**config.mk**
```make
export PLATFORM = sky130hd
export DESIGN_NAME = mem_arbiter
export DESIGN_NICKNAME = d
export VERILOG_FILES = /design/src/rtl/mem_arbiter_pkg.sv /design/src/rtl/mem_arbiter_rr_arb2.sv /design/src/rtl/mem_arbiter.sv
export SDC_FILE = /design/constraint.sdc
export NUM_CORES = 1
export LEC_CHECK = 0
export CAP_MARGIN = 25
export CELL_PAD_IN_SITES_DETAIL_PLACEMENT = 0
export CELL_PAD_IN_SITES_GLOBAL_PLACEMENT = 1
export CORE_ASPECT_RATIO = 0.6
export CORE_MARGIN = 1.5
export CORE_UTILIZATION = 35
export CTS_CLUSTER_DIAMETER = 100
export DETAILED_ROUTE_END_ITERATION = 8
export PLACE_DENSITY = 0.84
export SETUP_SLACK_MARGIN = 0.02
export SLEW_MARGIN = 20
export SYNTH_ARGS = -nofsm -noshare
export SYNTH_HDL_FRONTEND = slang
export SYNTH_HIERARCHICAL = 1
export SYNTH_SLANG_ARGS = --single-unit
```
**constraint.sdc**
```tcl
create_clock -name clock -period 4.2 [get_ports clock]
set_input_delay 1.26 -clock clock [delete_from_list [all_inputs] [get_ports clock]]
set_output_delay 1.26 -clock clock [all_outputs]
set_load 0.1 [all_outputs]
```
**src/rtl/mem_arbiter_pkg.sv**
```systemverilog
// -----------------------------------------------------------------------------
// mem_arbiter_pkg
// Shared definitions for the two-port memory arbiter: FSM state encoding and
// requester port identifiers.
// -----------------------------------------------------------------------------
package mem_arbiter_pkg;

   // 2'd3 is unused; the FSM recovers from it to IDLE.
   typedef enum logic [1:0] {
      IDLE    = 2'd0,
      ACCESS  = 2'd1,
      RESP    = 2'd2,
      ILLEGAL = 2'd3
   } state_t;

   localparam logic PORT_A = 1'b0;
   localparam logic PORT_B = 1'b1;

endpackage

```
**src/rtl/mem_arbiter_rr_arb2.sv**
```systemverilog
// -----------------------------------------------------------------------------
// rr_arb2
// Combinational two-request round-robin picker.
//   elig[1:0]  : eligible requests, indexed by port id (PORT_A / PORT_B)
//   last_grant : port id granted most recently (held by the caller)
//   gnt_vld    : at least one request is eligible
//   gnt_id     : port id to grant this cycle
// -----------------------------------------------------------------------------
module rr_arb2
   import mem_arbiter_pkg::*;
(
   input  logic [1:0] elig,
   input  logic       last_grant,
   output logic       gnt_vld,
   output logic       gnt_id
);

   always_comb begin
      gnt_vld = |elig;
      gnt_id  = PORT_A;
      // On a tie the port that did not win last time goes first.
      if (elig[PORT_A] && elig[PORT_B]) begin
         gnt_id = ~last_grant;
      end else if (elig[PORT_B]) begin
         gnt_id = PORT_B;
      end
   end

endmodule

```
**src/rtl/mem_arbiter.sv**
```systemverilog
// -----------------------------------------------------------------------------
// mem_arbiter
// Serialises two requesters onto one single-port memory with round-robin
// arbitration. Each access is IDLE (grant) -> ACCESS (mem_enable high) ->
// RESP (registered read data valid) -> ack pulse in the following cycle.
//   clock, reset_n              : clock, asynchronous active-low reset
//   req_x/rw_x/addr_x/wdata_x   : requester command (rw 1 = read, 0 = write)
//   ack_x                       : one-cycle completion pulse
//   rdata_x                     : read result, updated only on a read ack
//   busy                        : FSM is in ACCESS or RESP
//   mem_enable/rw/addr/wdata    : registered command to the memory
//   mem_rdata                   : memory read data (high-Z when disabled)
// -----------------------------------------------------------------------------
module mem_arbiter
   import mem_arbiter_pkg::*;
#(
   parameter int N = 17,
   parameter int M = 3
) (
   input  logic         clock,
   input  logic         reset_n,
   input  logic         req_a,
   input  logic         rw_a,
   input  logic [M-1:0] addr_a,
   input  logic [N-1:0] wdata_a,
   input  logic         req_b,
   input  logic         rw_b,
   input  logic [M-1:0] addr_b,
   input  logic [N-1:0] wdata_b,
   output logic         ack_a,
   output logic         ack_b,
   output logic [N-1:0] rdata_a,
   output logic [N-1:0] rdata_b,
   output logic         busy,
   output logic         mem_enable,
   output logic         mem_rw,
   output logic [M-1:0] mem_addr,
   output logic [N-1:0] mem_wdata,
   input  logic [N-1:0] mem_rdata
);

   state_t         state_q, state_d;
   logic           last_grant_q, last_grant_d;
   logic           owner_q, owner_d;
   logic           mem_enable_q, mem_enable_d;
   logic           mem_rw_q, mem_rw_d;
   logic [M-1:0]   mem_addr_q, mem_addr_d;
   logic [N-1:0]   mem_wdata_q, mem_wdata_d;
   logic           ack_a_q, ack_a_d;
   logic           ack_b_q, ack_b_d;
   logic [N-1:0]   rdata_a_q, rdata_a_d;
   logic [N-1:0]   rdata_b_q, rdata_b_d;

   logic [1:0]     elig;
   logic           gnt_vld;
   logic           gnt_id;

   // A request still high in its own ack cycle is stale and must not win.
   assign elig[PORT_A] = req_a & ~ack_a_q;
   assign elig[PORT_B] = req_b & ~ack_b_q;

   rr_arb2 u_rr_arb2 (
      .elig       (elig),
      .last_grant (last_grant_q),
      .gnt_vld    (gnt_vld),
      .gnt_id     (gnt_id)
   );

   always_comb begin
      state_d      = state_q;
      last_grant_d = last_grant_q;
      owner_d      = owner_q;
      mem_enable_d = 1'b0;
      mem_rw_d     = mem_rw_q;
      mem_addr_d   = mem_addr_q;
      mem_wdata_d  = mem_wdata_q;
      ack_a_d      = 1'b0;
      ack_b_d      = 1'b0;
      rdata_a_d    = rdata_a_q;
      rdata_b_d    = rdata_b_q;

      case (state_q)
         IDLE: begin
            if (gnt_vld) begin
               state_d      = ACCESS;
               last_grant_d = gnt_id;
               owner_d      = gnt_id;
               mem_enable_d = 1'b1;
               // Command is captured here; later requester changes are ignored.
               if (gnt_id == PORT_A) begin
                  mem_rw_d    = rw_a;
                  mem_addr_d  = addr_a;
                  mem_wdata_d = wdata_a;
               end else begin
                  mem_rw_d    = rw_b;
                  mem_addr_d  = addr_b;
                  mem_wdata_d = wdata_b;
               end
            end
         end
         ACCESS: begin
            state_d = RESP;
         end
         RESP: begin
            // mem_rdata is only driven in this state, so it is sampled only here.
            state_d = IDLE;
            if (owner_q == PORT_A) begin
               ack_a_d = 1'b1;
               if (mem_rw_q) rdata_a_d = mem_rdata;
            end else begin
               ack_b_d = 1'b1;
               if (mem_rw_q) rdata_b_d = mem_rdata;
            end
         end
         default: begin
            state_d = IDLE;
         end
      endcase
   end

   always_ff @(posedge clock or negedge reset_n) begin
      if (!reset_n) begin
         state_q      <= IDLE;
         last_grant_q <= PORT_B;
         owner_q      <= PORT_A;
         mem_enable_q <= 1'b0;
         mem_rw_q     <= 1'b1;
         mem_addr_q   <= '0;
         mem_wdata_q  <= '0;
         ack_a_q      <= 1'b0;
         ack_b_q      <= 1'b0;
         rdata_a_q    <= '0;
         rdata_b_q    <= '0;
      end else begin
         state_q      <= state_d;
         last_grant_q <= last_grant_d;
         owner_q      <= owner_d;
         mem_enable_q <= mem_enable_d;
         mem_rw_q     <= mem_rw_d;
         mem_addr_q   <= mem_addr_d;
         mem_wdata_q  <= mem_wdata_d;
         ack_a_q      <= ack_a_d;
         ack_b_q      <= ack_b_d;
         rdata_a_q    <= rdata_a_d;
         rdata_b_q    <= rdata_b_d;
      end
   end

   assign busy       = (state_q == ACCESS) || (state_q == RESP);
   assign mem_enable = mem_enable_q;
   assign mem_rw     = mem_rw_q;
   assign mem_addr   = mem_addr_q;
   assign mem_wdata  = mem_wdata_q;
   assign ack_a      = ack_a_q;
   assign ack_b      = ack_b_q;
   assign rdata_a    = rdata_a_q;
   assign rdata_b    = rdata_b_q;

endmodule

```
Word level (Yosys, flattened, before mapping). Cells that the tools add are included.

Output and inout bits: 59. Input bits: 63. Register bits after elaboration: 62. Word-level logic and storage cells: 40.

Reduce and logical (&&, ||, !) cells: 7. Muxes and demuxes: 13. Equality and inequality tests: 3. Bitwise gates (word level): 6.

Operator list (number): 2-to-1 mux 17 bit (1); 2-to-1 mux 1 bit (9); AND reduction 3 bit (2); NOT 1 bit (4); one-hot mux 2 bit (2 select lines) (1); 2-to-1 mux 3 bit (1); AND 1 bit (2); equality test 2 x 1 -> 1 bit (second input constant) (1); equality test 2 bit (second input constant) (1); logical NOT 2 bit (1); 2-to-1 mux 2 bit (1); != test 2 bit (second input constant) (1); AND reduction 2 bit (1); OR reduction 2 bit (1); logical AND 1 bit (1); logical OR 1 bit (1).

Longest topological paths before layout. Gate-level depths: netlist (run 1).

Depth in word-level cells: 5. Mapped depth: 6. Depth with buffers taken out: 4.

Hierarchy. The synthesis (run 1) kept the hierarchy.

Modules (own cells, without submodules): mem_arbiter (cells an instance 189, times used 1, area an instance 2682.6 µm², seq. area each 1554.0 µm²); rr_arb2 (cells an instance 2, times used 1, area an instance 13.8 µm², seq. area each 0.0 µm²).

Worst setup path after synthesis (run 1). Ideal clock, no wire load.

Path kind: register to output. Start: register state_q[0]. End: output port busy. Stages on the path, launching flop included: 3. Path buffers: 0. Path slack: 1689 ps. Arrival time: 1251 ps. Path through: dfrtp_1 -> inv_1 -> ha_1.

Word-level cells in the longest chain between the ends: 2. Elaborated cells between the ends (all ways): 3. Those cells by class: eq/ne: 2; reduce/logical: 1.

RTL lines: from (decl) (line mem_arbiter.sv:42) `state_t state_q, state_d;`; from (signal assigned) (line mem_arbiter.sv:135) `state_q <= state_d;`; equality test 2 x 1 -> 1 bit / equality test 2 bit (equally long branches) (line mem_arbiter.sv:149) `assign busy = (state_q == ACCESS) || (state_q == RESP);`; logical OR 1 bit (*) (line mem_arbiter.sv:149); to (decl) (line mem_arbiter.sv:34) `output logic busy,`.

Every way passes the cells marked *; elsewhere a longest branch is shown, timed or not.

Worst setup path in the final report (run 1).
Start: register mem_wdata_q[5] (netlist: mem_wdata[5]). End: output port mem_wdata[5].

RTL lines: from (decl) (line mem_arbiter.sv:48) `logic [N-1:0] mem_wdata_q, mem_wdata_d;`; from (signal assigned) (line mem_arbiter.sv:141) `mem_wdata_q <= mem_wdata_d;`; to (decl) (line mem_arbiter.sv:38) `output logic [N-1:0] mem_wdata,`.

No word-level cell between the ends.

==> results of run 1 <==
layer usage:
| layer | global-route usage | routed length, um | share of wire |
|---|---|---|---|
| met1 | 0.218 | 2990 | 0.45 |
| met3 | 0.0908 | 882 | 0.13 |
| met4 | 0.0407 | 38 | 0.0057 |
| met5 | 0 | 0 | 0 |
| met2 | 0.251 | 2800 | 0.42 |
through the flow:
stage | util | cells | hold WS [ns]
final | 0.586 | 424 | 0.499
after global routing | 0.586 | 424 | 0.521
after CTS | 0.586 | 424 | 0.505
after detailed placement | 0.543 | 408 | 0.493
after global placement | 0.543 | 408 | 0.487
after floorplan | - | 191 | 0.501
sequential cells by signal, summed over array words and instances (netlist names):
signal,cells
state_q,2
rdata_a,17
ack_a,1
last_grant_q,1
ack_b,1
rdata_b,17
mem_rw,1
mem_addr,3
owner_q,1
mem_enable,1
mem_wdata,17
Yosys cell counts:
library cell	number	share of area
a21oi_1	42	0.078
clkbuf_1	4	0.0056
dfstp_2	2	0.019
ha_1	4	0.019
nand3_4	1	0.0065
mux2_2	18	0.075
mux2_4	20	0.11
or2_1	1	0.0023
a21boi_1	1	0.0028
mux2i_1	21	0.078
dfrtp_1	60	0.56
nand3b_4	1	0.0074
nor2b_1	3	0.0070
nand2b_1	1	0.0023
buf_4	2	0.0056
inv_1	2	0.0028
buf_6	2	0.0084
and2_1	2	0.0046
buf_2	4	0.0074
path summary, 6_finish.rpt:
path                            cells past startpoint  slack (ns)    startpoint             to
worst max-delay path                                1        1.10  mem_wdata[5]   mem_wdata[5]
worst min-delay path                                1        0.50   rdata_a[16]    rdata_a[16]
worst max register to register                      5        2.09    state_q[0]  mem_wdata[16]
worst min register to register                      1        0.50   rdata_a[16]    rdata_a[16]
max in group asynchronous                           2        2.35       reset_n     rdata_b[1]
min in group asynchronous                           1        0.96       reset_n   mem_wdata[3]
cells by family (layout without fill, tap and decap cells):
family	Yosys count	in the layout	share of synthesized area
adder cells (fa/ha/maj)	4	4	0.0186
AO/OA/AOI/OAI	43	43	0.0807
flip-flops	62	62	0.576
AND/OR/NAND/NOR	9	9	0.0302
multiplexers	59	59	0.264
buffers and inverters	14	143	0.0297
final cells by class:
cell class / count / share of cell area
clock buffers: 10 / 0.0531
clock inverters: 6 / 0.0200
inverters: 2 / 0.00174
multi-input cells: 115 / 0.249
flip-flops and latches: 62 / 0.360
well taps: 104 / 0.0302
repair buffers: 125 / 0.286
==> impl_results.rst, run 1 <==
.. list-table::
   :header-rows: 1

   * - Metric
     - Value
   * - Status
     - finished clean
   * - Clock buffer count from CTS
     - 9
   * - Maximum number of pins on one net before global-route repair
     - 36
   * - Critical path's top delay family
     - buffers and inverters
   * - Classification of the worst-slack hold path
     - register to register
   * - Critical path required time
     - 2.94 ns
   * - Count of maximum capacitance violations
     - 0
   * - Transition time at the pin with the least slew margin
     - 1.01 ns
   * - Antenna violations before repair
     - 0
   * - Endpoint kind of the worst setup timing path
     - output pin
   * - Dpl cell area
     - ~4000 um^2
   * - CTS max path bufs
     - 2
   * - Count of filler cells inserted in the layout
     - between 600 and 700
   * - Syn Inst Count
     - about 190
   * - Post-cts resize count
     - 0
   * - Synth-to-layout area growth
     - 59.9%
   * - Count of input and output buffers
     - roughly 120
   * - Clock insertion delay at the later pin of the skew report
     - approximately 0.31 ns
   * - RSZ-0062 raised after global routing
     - no
   * - Net count of the mapped netlist
     - 258
   * - Worst Path Buf+Inv
     - 1
   * - Area occupied by registers
     - 1550 um^2
   * - Number of rows in the core area
     - 24
   * - Total global routing overflow
     - 0
   * - Arrival time of the worst setup path
     - approximately 1.8 ns
   * - Final hold vios
     - 0
   * - DR pass1 iterations
     - 4
   * - Summed instance area of the synthesized netlist
     - 2700 um^2
   * - Most frequent standard cell in the layout excluding fill and tap cells
     - clkdlybuf4s50_1
   * - Setup fix buffers added after clock tree synthesis
     - 0
   * - Start-to-end type of the worst setup path
     - register to output pin
   * - Wirelength per Cell
     - 15.8 um
   * - Number of top-level pins
     - 122
   * - Period minus WS final
     - 3.10 ns
   * - Final Worst Setup Slack
     - 1.10 ns
   * - Count of hold buffers inserted by post-cts repair
     - 0
   * - Via count of the first global-routing pass
     - 2,061
   * - Number of synthesized register bits
     - between 60 and 70
   * - Sequence of cells on the critical path
     - clkdlybuf4s50_1
   * - Placer's final routability congestion estimate
     - approximately 0.7
   * - Detailed router's first-iteration violation count
     - 66
   * - Post-placement setup slack
     - a little over 1 ns
   * - Syn avg cell area
     - 14.1 um^2
   * - Highest-count cells in the layout ignoring fill and taps
     - 118 x clkdlybuf4s50_1, 60 x dfrtp_1, 42 x a21oi_1, 21 x mux2i_1, 20 x mux2_4
   * - Tot GR Track Use
     - 0.169
   * - Sequential-to-total area share from yosys stat
     - 0.576
   * - CTS Root Cell
     - clkbuf_16
   * - Number of clock sinks
     - 62
   * - Slowest cell on the critical path
     - clkdlybuf4s50_1
   * - Count of final max-slew check failures
     - 0
   * - Proportion of layout cells with a drive suffix above 1
     - 0.203
   * - Rel. slew slack
     - 0.324
   * - DRC violations left
     - 0
   * - Yosys Warn Count
     - 6
   * - Area of combinational cells with multiple inputs
     - roughly 1100 um^2
   * - CTS tree
     - yes
   * - Routed wire length
     - 6710 um
   * - Worst clock skew
     - 0.00517 ns
   * - Vias post-DR
     - 1,983
   * - Initial standard-cell utilization of the core
     - 0.366
   * - Antenna Violating Nets Remaining
     - 0
   * - Accumulated negative setup slack
     - 0 ns
   * - Die Width
     - 116 um
   * - DPL Wire Length
     - 4830 um
   * - Area of the die
     - 8260 um^2
   * - Die H
     - 71.0 um
   * - Total number of H-tree levels
     - 3
   * - Maximum clock frequency
     - 323 MHz
   * - Antenna diode count
     - 0
   * - Core footprint
     - 7360 um^2
   * - First-pass GRT wire length
     - 10,500 um
   * - Number of vias per cell
     - ~4.7
   * - Startpoint type of the worst setup path
     - register
   * - Synth unique cells
     - 19
   * - Final Setup Violations
     - 0
   * - Area of all placed cells without fillers
     - roughly 4300 um^2
   * - Total number of nets in the final design
     - 382
   * - Period utilization
     - 0.737
   * - Delay of the slowest cell on the worst path
     - approximately 1.1 ns
   * - CP Max Fanout
     - 2
   * - Post-CTS clock slew at the launch and capture registers of the worst setup and hold paths
     - 0.05 ns
Power of run 1 is not shown: default switching activity piles up to over one toggle a cycle in this logic, so the estimate is an artifact.
==> run 2, diff against run 1 <==
--- a/config.mk
+++ b/config.mk
@@ -10,10 +10,10 @@
 export CELL_PAD_IN_SITES_GLOBAL_PLACEMENT = 1
 export CORE_ASPECT_RATIO = 0.6
 export CORE_MARGIN = 1.5
-export CORE_UTILIZATION = 35
+export CORE_UTILIZATION = 32
 export CTS_CLUSTER_DIAMETER = 100
 export DETAILED_ROUTE_END_ITERATION = 8
-export PLACE_DENSITY = 0.84
+export PLACE_DENSITY = 0.78
 export SETUP_SLACK_MARGIN = 0.02
 export SLEW_MARGIN = 20
 export SYNTH_ARGS = -nofsm -noshare
==> constraint.sdc (replaced) <==
create_clock -name clock -period 3.1 [get_ports clock]
set_input_delay 0.93 -clock clock [delete_from_list [all_inputs] [get_ports clock]]
set_output_delay 0.93 -clock clock [all_outputs]
set_load 0.1 [all_outputs]
==> run 2 against run 1 <==
Hold slack better by 0.0064 ns. Core utilization down 6.7 points. Routed wire length down 2.0%. Die area up 9.1%. Count of clock-buffer cells in the layout up 3. Setup slack worse by 0.30 ns. Register-to-register slack worse by 0.72 ns. Sequential cell count unchanged. Final area down 3.5%. Sequential share of layout area up 1.3 points. Global-route usage down 1.6 points. Cell count up 1.2%. Largest cell class unchanged.
==> impl_results.rst, run 2 (synthesis results as in run 1) <==
.. list-table::
   :header-rows: 1

   * - Metric
     - Value
   * - Die Width
     - between 100 and 150 um
   * - Post-cts resize count
     - 0
   * - Most frequent standard cell in the layout excluding fill and tap cells
     - buf_4
   * - Maximum clock frequency
     - 436 MHz
   * - Clock insertion delay at the later pin of the skew report
     - 0.32 ns
   * - Placer's final routability congestion estimate
     - 0.701
   * - CTS Root Cell
     - clkbuf_16
   * - Final Setup Violations
     - 0
   * - Transition time at the pin with the least slew margin
     - slightly above 0.7 ns
   * - Tot GR Track Use
     - 0.153
   * - Final hold vios
     - 0
   * - Maximum number of pins on one net before global-route repair
     - 33
   * - Antenna diode count
     - 0
   * - DPL Wire Length
     - 4790 um
   * - Clock buffer count from CTS
     - 9
   * - Vias post-DR
     - 1,957
   * - Setup fix buffers added after clock tree synthesis
     - 0
   * - Period utilization
     - 0.740
   * - Critical path required time
     - 2.17 ns
   * - Antenna Violating Nets Remaining
     - 0
   * - DRC violations left
     - 0
   * - Count of input and output buffers
     - 121
   * - Total global routing overflow
     - 0
   * - Status
     - finished clean
   * - Start-to-end type of the worst setup path
     - register to output pin
   * - Wirelength per Cell
     - roughly 15 um
   * - Area of combinational cells with multiple inputs
     - 1070 um^2
   * - Count of maximum capacitance violations
     - 0
   * - Rel. slew slack
     - 0.515
   * - Endpoint kind of the worst setup timing path
     - output pin
   * - Number of vias per cell
     - between 4 and 5
   * - Number of top-level pins
     - around 120
   * - Classification of the worst-slack hold path
     - register to register
   * - Proportion of layout cells with a drive suffix above 1
     - 0.383
   * - Accumulated negative setup slack
     - 0 ns
   * - First-pass GRT wire length
     - 10,300 um
   * - CP Max Fanout
     - 3
   * - Die H
     - roughly 74 um
   * - Count of filler cells inserted in the layout
     - 744
   * - Number of rows in the core area
     - 25
   * - CTS tree
     - yes
   * - Final Worst Setup Slack
     - 0.805 ns
   * - Total number of H-tree levels
     - 3
   * - Via count of the first global-routing pass
     - 2,002
   * - Number of placed instances, taps included
     - 413
   * - Detailed router's first-iteration violation count
     - 79
   * - Antenna violations before repair
     - 0
   * - Synth-to-layout area growth
     - 54.2%
   * - Count of final max-slew check failures
     - 0
   * - RSZ-0062 raised after global routing
     - no
   * - Total number of nets in the final design
     - 383
   * - Area occupied by registers
     - 1550 um^2
   * - Period minus WS final
     - 2.29 ns
   * - Routed wire length
     - 6570 um
   * - DR pass1 iterations
     - 4
   * - Core footprint
     - 8010 um^2
   * - Worst clock skew
     - 0.00634 ns
   * - Number of clock sinks
     - 62
   * - CTS max path bufs
     - 2
   * - Post-placement setup slack
     - 0.493 ns
   * - Count of hold buffers inserted by post-cts repair
     - 0
   * - Startpoint type of the worst setup path
     - register
   * - Number of standard cells in the final layout excluding fillers
     - 429
   * - Highest-count cells in the layout ignoring fill and taps
     - 63 x buf_4, 61 x clkdlybuf4s50_1, 60 x dfrtp_1, 42 x a21oi_1, 21 x mux2i_1
   * - Post-CTS clock slew at the launch and capture registers of the worst setup and hold paths
     - 0.05 ns
   * - Arrival time of the worst setup path
     - 1.36 ns
   * - Initial standard-cell utilization of the core
     - 0.337
   * - Area of the die
     - ~9000 um^2
## run 2: area by class of cell
cell class,instances,area share
clock buffer,13,0.0650
clock inverter,3,0.00421
inverter,2,0.00181
multi-input combinational,115,0.256
sequential,62,0.374
tap,108,0.0325
timing repair buffer,126,0.267
## run 2: metal layers
layer	share of wire	global-route usage	vias to the layer above
li1	-	-	932
met1	0.47	0.208	948
met2	0.43	0.212	71
met3	0.087	0.0675	6
met4	0.011	0.0667	0
met5	0	0	-
## run 2: worst max-delay path, cell delays in order (launching register included)
cell,delay [ns]
dfrtp_1,0.37
inv_1,0.09
ha_1,0.29
buf_4,0.29
## run 2: worst paths after layout
check	start	endpoint	slack [ns]	cells past startpoint
max	state_q[0]	busy	0.81	3
min	rdata_b[5]	rdata_b[5]	0.51	1
max reg2reg	state_q[0]	mem_addr[2]	1.37	6
min reg2reg	rdata_b[5]	rdata_b[5]	0.51	1
max in group asynchronous	reset_n	rdata_a[1]	1.80	2
min in group asynchronous	reset_n	rdata_a[6]	0.66	1
## run 2: per-stage QoR
| stage | cell area (um^2) | hold WS, ns | util |
|---|---|---|---|
| 2_1_floorplan | 2700 | 0.501 | - |
| 3_3_place_gp | 3870 | 0.494 | 0.483 |
| 3_5_place_dp | 3870 | 0.496 | 0.483 |
| 4_1_cts | 4160 | 0.508 | 0.519 |
| 5_1_grt | 4160 | 0.525 | 0.519 |
| 6_report | 4160 | 0.505 | 0.519 |
Power of run 2 is left out for the same reason.
==> run 3, diff against run 2 <==
==> constraint.sdc (replaced) <==
create_clock -name clock -period 2.2 [get_ports clock]
set_input_delay 0.66 -clock clock [delete_from_list [all_inputs] [get_ports clock]]
set_output_delay 0.66 -clock clock [all_outputs]
set_load 0.1 [all_outputs]
==> run 3 against run 2 <==
Largest cell class unchanged. Count of clock-buffer cells in the layout is 3 lower. Critical path depth unchanged. Global-route usage down 0.23 points. Sequential cell count did not move. Core utilization rose by 1.6 points.
==> impl_results.rst, run 3 (synthesis results as in run 1) <==
.. list-table::
   :header-rows: 1

   * - Metric
     - Value
   * - Status
     - finished clean
   * - Most frequent standard cell in the layout excluding fill and tap cells
     - buf_4
   * - DPL Wire Length
     - 4870 um
   * - Number of placed instances, taps included
     - 416
   * - Period utilization
     - 0.889
   * - Routed wire length
     - 6530 um
   * - Slowest cell on the critical path
     - dfrtp_1
   * - Highest-count cells in the layout ignoring fill and taps
     - 64 x buf_4, 61 x clkdlybuf4s50_1, 60 x dfrtp_1, 42 x a21oi_1, 21 x mux2i_1
   * - Setup fix buffers added after clock tree synthesis
     - 0
   * - Wirelength per Cell
     - 15.1 um
   * - Worst flop-to-flop path startpoint
     - state_q[0]
   * - Placer's final routability congestion estimate
     - approximately 0.68
   * - Accumulated negative setup slack
     - 0 ns
   * - Critical path required time
     - 1.54 ns
   * - Proportion of layout cells with a drive suffix above 1
     - 0.392
   * - Dpl cell area
     - between 3000 and 4000 um^2
   * - Classification of the worst-slack hold path
     - input pin to asynchronous set/reset pin
   * - Maximum clock frequency
     - around 500 MHz
   * - Clock buffer count from CTS
     - 9
   * - Antenna Violating Nets Remaining
     - 0
   * - Transition time at the pin with the least slew margin
     - 0.385 ns
   * - Antenna diode count
     - 0
   * - Die Width
     - 122 um
   * - Detailed router's first-iteration violation count
     - 131
   * - Antenna violations before repair
     - 0
   * - RSZ-0062 raised after global routing
     - no
   * - Via count of the first global-routing pass
     - 1,959
   * - Maximum number of pins on one net before global-route repair
     - 31
   * - Delay of the slowest cell on the worst path
     - 0.37 ns
   * - Post-cts resize count
     - 0
   * - Number of top-level pins
     - around 120
   * - Count of final max-slew check failures
     - 0
   * - Worst clock skew
     - 0.00599 ns
   * - First-pass GRT wire length
     - slightly above 10,000 um
   * - CTS tree
     - yes
   * - Startpoint type of the worst setup path
     - register
   * - Die H
     - 74.1 um
   * - Number of standard cells in the final layout excluding fillers
     - 432
   * - Endpoint kind of the worst setup timing path
     - output pin
   * - Tot GR Track Use
     - 0.151
   * - Arrival time of the worst setup path
     - 1.30 ns
   * - Final Setup Violations
     - 0
   * - Count of maximum capacitance violations
     - 0
   * - Sequence of cells on the critical path
     - inv_1, ha_1, buf_12
   * - Period minus WS final
     - 1.96 ns
   * - Rel. slew slack
     - 0.743
   * - Post-CTS clock slew at the launch and capture registers of the worst setup and hold paths
     - approximately 0.05 ns
   * - DRC violations left
     - 0
   * - Area of the die
     - between 9000 and 10,000 um^2
   * - CP Max Fanout
     - 3
   * - CTS Root Cell
     - clkbuf_16
   * - CTS max path bufs
     - 2
   * - Total number of nets in the final design
     - 386
   * - Number of rows in the core area
     - 25
   * - Core footprint
     - around 8000 um^2
   * - Fraction of the core area covered by cells at the end of the flow
     - 0.536
   * - Start point of the critical path
     - state_q[0]
   * - R2R cell count
     - 4
   * - Start-to-end type of the worst setup path
     - register to output pin
   * - Total global routing overflow
     - 0
   * - Number of clock sinks
     - 62
   * - DR pass1 iterations
     - 4
   * - Synth-to-layout area growth
     - 59.1%
   * - Count of input and output buffers
     - 121
   * - Final hold vios
     - 0
   * - Total number of H-tree levels
     - 3
   * - Initial standard-cell utilization of the core
     - 0.337
   * - Clock insertion delay at the later pin of the skew report
     - 0.33 ns
   * - Area of all placed cells without fillers
     - 4290 um^2
   * - Number of vias per cell
     - roughly 4.5
   * - Vias post-DR
     - slightly below 2,000
   * - Count of hold buffers inserted by post-cts repair
     - 0
[run 3: cell count changes in the layout (fill, tap and decap cells not counted), sizes merged]
cell,before,now
clkbuf,13,10
buf,65,68
clkinv,2,1
bufinv,0,4
[run 3: cell type report]
cell class	instances	area, um^2
Sequential cell	62	1550
Inverter	2	7.51
Clock inverter	6	133
Fill cell	691	3720
Tap cell	108	135
Timing Repair Buffer	129	1160
Multi-Input combinational cell	115	1070
Clock buffer	10	239
[run 3: final timing paths]
kind / end / slack (ns)
worst max-delay path: busy / 0.24
worst min register to register: rdata_a[15] / 0.51
min in group clock: rdata_a[15] / 0.51
worst max register to register: rdata_a[3] / 0.56
worst min-delay path: mem_wdata[5] / 0.13
max in group asynchronous: last_grant_q / 1.46
[run 3: metal layers]
| layer | routed length [um] | track usage | vias to the layer above |
|---|---|---|---|
| li1 | - | - | 935 |
| met1 | 2990 | 0.204 | 941 |
| met2 | 2790 | 0.214 | 70 |
| met3 | 635 | 0.0583 | 8 |
| met4 | 110 | 0.0706 | 0 |
| met5 | 0 | 0 | - |
[run 3: worst max-delay path, delay by kind of cell, from the launching register on]
| kind | cells | cell delay [ns] |
|---|---|---|
| buf+inv | 2 | 0.27 |
| flops | 1 | 0.37 |
| fa+ha+maj | 1 | 0.34 |
[run 3: through the flow]
stage | hold slack [ns] | setup WS [ns]
2_1_floorplan | 0.364 | 0.229
3_3_place_gp | 0.477 | 0.00742
3_5_place_dp | 0.476 | -0.0737
4_1_cts | 0.122 | 0.220
5_1_grt | 0.127 | 0.175
6_report | 0.133 | 0.245
Power of run 3 is left out for the same reason.
